### config.mk
export PLATFORM = sky130hd
export DESIGN_NAME = px_ss_cfg_ctrl_flat
export DESIGN_NICKNAME = d
export VERILOG_FILES = /design/src/rtl/px_ss_cfg_ctrl_if.sv /design/src/rtl/px_ss_cfg_ctrl.sv /design/src/flat_wrapper.sv
export SDC_FILE = /design/constraint.sdc
export NUM_CORES = 1
export LEC_CHECK = 0
export ABC_CLOCK_PERIOD_IN_PS = 3860
export BUFFER_PORTS_ARGS = -buffer_cell sky130_fd_sc_hd__buf_4
export CAP_MARGIN = 5
export CORE_MARGIN = 3
export CORE_UTILIZATION = 53
export CTS_CLUSTER_SIZE = 8
export DETAILED_ROUTE_END_ITERATION = 10
export PLACE_DENSITY_LB_ADDON = 0.12
export SYNTH_ARGS = -nofsm -noshare
export SYNTH_HDL_FRONTEND = slang
export SYNTH_SLANG_ARGS = --single-unit
### constraint.sdc
create_clock -name clk_i -period 3.86 [get_ports clk_i]
set_input_delay 0.579 -clock clk_i [delete_from_list [all_inputs] [get_ports clk_i]]
set_output_delay 0.579 -clock clk_i [all_outputs]
set_load 0.1 [all_outputs]
### src/rtl/px_ss_cfg_ctrl_if.sv
// Subsampler configuration bundle: skip counts and interval/remainder pairs per axis.
interface px_ss_if;
  logic [15:0] px_to_skip;
  logic [15:0] px_skip_interval;
  logic [15:0] add_px_skip_interval;
  logic [15:0] ln_to_skip;
  logic [15:0] ln_skip_interval;
  logic [15:0] add_ln_skip_interval;

  modport master (
    output px_to_skip, px_skip_interval, add_px_skip_interval,
    output ln_to_skip, ln_skip_interval, add_ln_skip_interval
  );
  modport slave (
    input px_to_skip, px_skip_interval, add_px_skip_interval,
    input ln_to_skip, ln_skip_interval, add_ln_skip_interval
  );
endinterface

### src/rtl/px_ss_cfg_ctrl.sv
// Scaling-request to subsampler-config controller: validate, divide per axis, apply atomically.
// Optional PX_SS_CFG_SOF_SYNC_EN holds the apply until a start-of-frame pulse.
module px_ss_cfg_ctrl (
  input  logic        clk_i,
  input  logic        rst_i,
  input  logic        cfg_valid_i,
  output logic        cfg_ready_o,
  input  logic [15:0] in_px_i,
  input  logic [15:0] out_px_i,
  input  logic [15:0] in_ln_i,
  input  logic [15:0] out_ln_i,
  input  logic        sof_i,
  output logic        cfg_err_o,
  output logic        cfg_applied_o,
  output logic        busy_o,
  px_ss_if.master     ss_o
);

  typedef enum logic [2:0] {IDLE, CHK, DIV_PX, DIV_LN, PEND} state_e;

  state_e      state_q;
  logic [15:0] in_px_q, out_px_q, in_ln_q, out_ln_q;
  logic [15:0] skip_px_q, skip_ln_q;
  logic [15:0] q_px_q, r_px_q, q_ln_q, r_ln_q;
  logic [15:0] div_q_q, div_r_q;
  logic [3:0]  cnt_q;
  logic        rdy_q, busy_q, err_q, app_q;

  logic [15:0] div_d;
  logic [16:0] div_rsh;
  logic        div_ge;
  logic [15:0] div_q_d, div_r_d;
  logic        req_bad;
  logic        sof_hit;

`ifdef PX_SS_CFG_SOF_SYNC_EN
  assign sof_hit = sof_i;
`else
  logic sof_unused;
  assign sof_unused = sof_i;
  assign sof_hit    = 1'b1;
`endif

  assign cfg_ready_o   = rdy_q;
  assign busy_o        = busy_q;
  assign cfg_err_o     = err_q;
  assign cfg_applied_o = app_q;

  assign req_bad = (in_px_q == 16'd0) || (out_px_q == 16'd0) || (out_px_q > in_px_q) ||
                   (in_ln_q == 16'd0) || (out_ln_q == 16'd0) || (out_ln_q > in_ln_q);

  // One restoring-division step, shared by both axes; quotient shifts in from the dividend.
  always_comb begin
    div_d   = (state_q == DIV_LN) ? skip_ln_q : skip_px_q;
    div_rsh = {div_r_q, div_q_q[15]};
    div_ge  = (div_rsh >= {1'b0, div_d});
    div_r_d = div_ge ? (div_rsh[15:0] - div_d) : div_rsh[15:0];
    div_q_d = {div_q_q[14:0], div_ge};
  end

  always_ff @(posedge clk_i or negedge rst_i) begin
    if (!rst_i) begin
      state_q   <= IDLE;
      in_px_q   <= '0;
      out_px_q  <= '0;
      in_ln_q   <= '0;
      out_ln_q  <= '0;
      skip_px_q <= '0;
      skip_ln_q <= '0;
      q_px_q    <= '0;
      r_px_q    <= '0;
      q_ln_q    <= '0;
      r_ln_q    <= '0;
      div_q_q   <= '0;
      div_r_q   <= '0;
      cnt_q     <= '0;
      rdy_q     <= 1'b0;
      busy_q    <= 1'b0;
      err_q     <= 1'b0;
      app_q     <= 1'b0;
      ss_o.px_to_skip           <= '0;
      ss_o.px_skip_interval     <= '0;
      ss_o.add_px_skip_interval <= '0;
      ss_o.ln_to_skip           <= '0;
      ss_o.ln_skip_interval     <= '0;
      ss_o.add_ln_skip_interval <= '0;
    end else begin
      err_q <= 1'b0;
      app_q <= 1'b0;
      case (state_q)
        IDLE: begin
          rdy_q  <= 1'b1;
          busy_q <= 1'b0;
          if (cfg_valid_i && rdy_q) begin
            in_px_q  <= in_px_i;
            out_px_q <= out_px_i;
            in_ln_q  <= in_ln_i;
            out_ln_q <= out_ln_i;
            rdy_q    <= 1'b0;
            busy_q   <= 1'b1;
            state_q  <= CHK;
          end
        end
        CHK: begin
          if (req_bad) begin
            err_q   <= 1'b1;
            rdy_q   <= 1'b1;
            busy_q  <= 1'b0;
            state_q <= IDLE;
          end else begin
            skip_px_q <= in_px_q - out_px_q;
            skip_ln_q <= in_ln_q - out_ln_q;
            div_q_q   <= in_px_q;
            div_r_q   <= '0;
            cnt_q     <= '0;
            state_q   <= DIV_PX;
          end
        end
        DIV_PX: begin
          div_q_q <= div_q_d;
          div_r_q <= div_r_d;
          cnt_q   <= cnt_q + 4'd1;
          if (cnt_q == 4'd15) begin
            // A zero skip still burns all 16 steps; its garbage result is masked here.
            q_px_q  <= (skip_px_q == 16'd0) ? 16'd0 : div_q_d;
            r_px_q  <= (skip_px_q == 16'd0) ? 16'd0 : div_r_d;
            div_q_q <= in_ln_q;
            div_r_q <= '0;
            state_q <= DIV_LN;
          end
        end
        DIV_LN: begin
          div_q_q <= div_q_d;
          div_r_q <= div_r_d;
          cnt_q   <= cnt_q + 4'd1;
          if (cnt_q == 4'd15) begin
            q_ln_q  <= (skip_ln_q == 16'd0) ? 16'd0 : div_q_d;
            r_ln_q  <= (skip_ln_q == 16'd0) ? 16'd0 : div_r_d;
            state_q <= PEND;
          end
        end
        PEND: begin
          if (sof_hit) begin
            ss_o.px_to_skip           <= skip_px_q;
            ss_o.px_skip_interval     <= q_px_q;
            ss_o.add_px_skip_interval <= r_px_q;
            ss_o.ln_to_skip           <= skip_ln_q;
            ss_o.ln_skip_interval     <= q_ln_q;
            ss_o.add_ln_skip_interval <= r_ln_q;
            app_q   <= 1'b1;
            rdy_q   <= 1'b1;
            busy_q  <= 1'b0;
            state_q <= IDLE;
          end
        end
        default: begin
          rdy_q   <= 1'b1;
          busy_q  <= 1'b0;
          state_q <= IDLE;
        end
      endcase
    end
  end

endmodule
### src/flat_wrapper.sv
// flat-port wrapper written by rule: the top's interface ports become plain ports
module px_ss_cfg_ctrl_flat 
  (clk_i, rst_i, cfg_valid_i, cfg_ready_o, in_px_i, out_px_i, in_ln_i, out_ln_i, sof_i, cfg_err_o, cfg_applied_o, busy_o, ss_o_px_to_skip, ss_o_px_skip_interval, ss_o_add_px_skip_interval, ss_o_ln_to_skip, ss_o_ln_skip_interval, ss_o_add_ln_skip_interval);
  px_ss_if ss_o_i ();
  input  logic clk_i;
  input  logic rst_i;
  input  logic cfg_valid_i;
  output logic cfg_ready_o;
  input  logic [15:0] in_px_i;
  input  logic [15:0] out_px_i;
  input  logic [15:0] in_ln_i;
  input  logic [15:0] out_ln_i;
  input  logic sof_i;
  output logic cfg_err_o;
  output logic cfg_applied_o;
  output logic busy_o;
  output wire logic [$bits(ss_o_i.px_to_skip)-1:0] ss_o_px_to_skip;
  output wire logic [$bits(ss_o_i.px_skip_interval)-1:0] ss_o_px_skip_interval;
  output wire logic [$bits(ss_o_i.add_px_skip_interval)-1:0] ss_o_add_px_skip_interval;
  output wire logic [$bits(ss_o_i.ln_to_skip)-1:0] ss_o_ln_to_skip;
  output wire logic [$bits(ss_o_i.ln_skip_interval)-1:0] ss_o_ln_skip_interval;
  output wire logic [$bits(ss_o_i.add_ln_skip_interval)-1:0] ss_o_add_ln_skip_interval;
  assign ss_o_px_to_skip = ss_o_i.px_to_skip;
  assign ss_o_px_skip_interval = ss_o_i.px_skip_interval;
  assign ss_o_add_px_skip_interval = ss_o_i.add_px_skip_interval;
  assign ss_o_ln_to_skip = ss_o_i.ln_to_skip;
  assign ss_o_ln_skip_interval = ss_o_i.ln_skip_interval;
  assign ss_o_add_ln_skip_interval = ss_o_i.add_ln_skip_interval;
  px_ss_cfg_ctrl u_core (.clk_i(clk_i), .rst_i(rst_i), .cfg_valid_i(cfg_valid_i), .cfg_ready_o(cfg_ready_o), .in_px_i(in_px_i), .out_px_i(out_px_i), .in_ln_i(in_ln_i), .out_ln_i(out_ln_i), .sof_i(sof_i), .cfg_err_o(cfg_err_o), .cfg_applied_o(cfg_applied_o), .busy_o(busy_o), .ss_o(ss_o_i));
endmodule
==> qor.yml <==
global_routing:
  grt_pass1_wl_um: 54800
  antenna_found_initial: 0
  grt_pass1_vias: 10000
  overflow: 0
  grt.total_usage_pct: 23.9
  grt_max_degree: 104
clock_network:
  clk_path_buf_depth: 3
  cts_setup_buffers: 0
  insertion_delay_ns: 0.53
  clk_pin_slew_ns: 0.05
  clock_sinks: 299
  tritoncts: "yes"
  cts_buffers: 43
  holdBufCountCts: 0
  cts.root.buffer_cell: "clkbuf_16"
  cts_resized: 0
  htreeDepth: 2
synthesis:
  yosysSeqAreaShare_pct: 52.3
  synthesis.area_um2: 14300
  syn_avg_cell_area_um2: 11.5
  synthDistinctLibCells: 64
  synth_top_area_share_pct: 52.3
  ys.flop_type: "dfrtp_1"
  synth_cells: 1248
  yosysTopAreaCell: "dfrtp_1"
  ys_ff_latch: 299
  synth_enable_flop_cells: 0
  yosys_warnings: 0
  syn_nets: 1368
  synth_area_leaders: "dfrtp_1, mux2_2, ha_1"
  ys_async_sr_fraction_pct: 100
setup_path:
  crit_type: "reg2reg"
  cp.required_ns: 4.30
  r2r-start: "u_core.state_q[1]"
  worst_setup_path_start_kind: "flop"
  regToRegSetupSlack_ns: 0.29
  critPathMaxFanout: 18
  end_kind: "flop"
  worstPathArrival_ns: 4.01
  worstReg2RegEnd: "u_core.r_ln_q[0]"
  reg2reg_depth: 16
routing:
  routed_via_density: 5.74
  routed_wirelength_um: 34500
  drt_first_pass_iters: 5
  wl_per_cell_um: 19.5
  routed-wl-met2_um: 15500
  topRoutingLayerUsed: "met4"
  drcViolationCount: 0
  met3_length_um: 1820
  num_vias: 10200
  first_iter_violations: 671
  drtAntennaViolNets: 0
  routedLengthMet1_um: 16000
floorplan:
  initial_core_util_pct: 54.5
  fp.dieH_um: 170
  die_x_um: 170
  dieArea_um2: 29000
  coreArea_um2: 26300
  io_pins: 168
  rows: 59
layout:
  multi_input_area_um2: 6350
  diodes: 0
  ff_latch_area_um2: 7480
  nets: 1549
  layout_commonest_cell: "dfrtp_1"
  fin_area_um2: 17100
  num-fill-cells: 2134
  drive_gt1_share_pct: 30.8
  syn_to_final_growth_pct: 19.7
  final_cell_mix: "dfrtp_1, buf_4, mux2_2, nand2_1, o21ai_0"
timing:
  min_period_ns: 3.57
  max_slew_margin_pct: 27.5
  setup_viol: 0
  fmax_ghz: 0.280
  hold_viol_final: 0
  rsz0062_at_grt: "no"
  worstMarginPinSlew_ns: 1.09
  clock_skew_ns: 0.0127
  slew_viol_final: 0
  fin_crit_sh_pct: 92.4
  setup_tns_ns: 0
power:
  power_density_nw_per_um2: 943
  ir_worst_vdd_mv: 0.477
  cellLeakagePower_uw: 0.00831
placement:
  portBuffers: 166
  place_area_um2: 16000
  gp_congestion: 0.892
  hpwl_um: 25000
run:
  cap_violations: 0
outcome:
  run_status: "finished, final reports clean"
hold_path:
  hp-class: "in2async"
==> stage by stage <==
step / power (µW) / std cells / hold WS (ns) / utilization (%) / setup WS [ns]
finish: 16200 / 1769 / 0.0830 / 65.2 / 0.292
global placement: 12600 / 1719 / 0.458 / 60.8 / 0.342
detailed placement: 12800 / 1719 / 0.465 / 60.8 / 0.330
floorplan: 10600 / 1248 / 0.283 / - / 0.0678
global route: 17300 / 1769 / 0.170 / 65.2 / 0.00148
CTS: 16200 / 1769 / 0.139 / 65.2 / 0.289
==> cell type report <==
cell class              instances  share of cell area (%)
flip-flops and latches        299                    43.6
multi-input cells             836                    37.0
repair buffers                192                    8.89
clock buffers                  47                    6.42
well taps                     335                    2.44
inverters                      57                    1.25
clock inverters                 3                   0.307
==> synthesized netlist by cell type, drive strengths merged (18+ instances only) <==
| master | n |
|---|---|
| mux2i | 31 |
| nor2 | 30 |
| ha | 49 |
| nor4 | 27 |
| nand2 | 149 |
| a21oi | 62 |
| clkbuf | 43 |
| a22o | 18 |
| mux2 | 191 |
| inv | 57 |
| dfrtp | 299 |
| o21ai | 103 |
| xnor2 | 25 |
==> critical path: stages, from the launching register on <==
cell and delay (ns):
dfrtp_1 0.37, nor2b_1 0.14, nand2_1 0.15, buf_12 0.18
nand2_1 0.06, o21ai_1 0.14, inv_1 0.07, ha_1 0.29
nor2b_1 0.14, o31a_1 0.28, o2111ai_1 0.26, nand3_1 0.16
nor4_1 0.25, or2_1 0.20, buf_12 0.19, mux2_2 0.39
o21ai_0 0.18
==> logic make-up (layout without fill, tap and decap cells) <==
logic type / Yosys count / count (layout) / synth area share [%]
buffers and inverters: 113 / 299 / 3.52
XOR/XNOR: 33 / 33 / 2.02
AO/OA/AOI/OAI: 250 / 250 / 10.6
AND/OR/NAND/NOR: 279 / 279 / 9.04
multiplexers: 222 / 222 / 17.8
adder cells (fa/ha/maj): 52 / 52 / 4.70
flip-flops: 299 / 299 / 52.3
==> per-layer routing <==
metal | vias to the layer above | global-route usage [%]
met1 | 4990 | 35.1
met3 | 69 | 3.83
met4 | 0 | 8.22
li1 | 4800 | -
met2 | 299 | 36.3
met5 | - | 0
==> how the worst max path moves through the flow <==
| stage | startpoint | to | slack, ns | cells after the start |
|---|---|---|---|---|
| finish | u_core.state_q[1] | u_core.r_ln_q[0] | 0.29 | 16 |
| global route | u_core.state_q[1] | u_core.div_r_q[0] | 0.001 | 16 |
| CTS | u_core.state_q[1] | u_core.r_ln_q[0] | 0.29 | 16 |
| detailed placement | u_core.state_q[1] | u_core.r_ln_q[0] | 0.33 | 16 |
| global placement | u_core.state_q[2] | u_core.r_px_q[0] | 0.34 | 14 |
| floorplan | u_core.state_q[1] | u_core.div_r_q[15] | 0.07 | 16 |
==> power by group <==
group          internal (µW)  switching, µW
combinational           3500           4270
sequential              4070           1070
clock                   2000           1270
(Power assumes the default switching activity.)
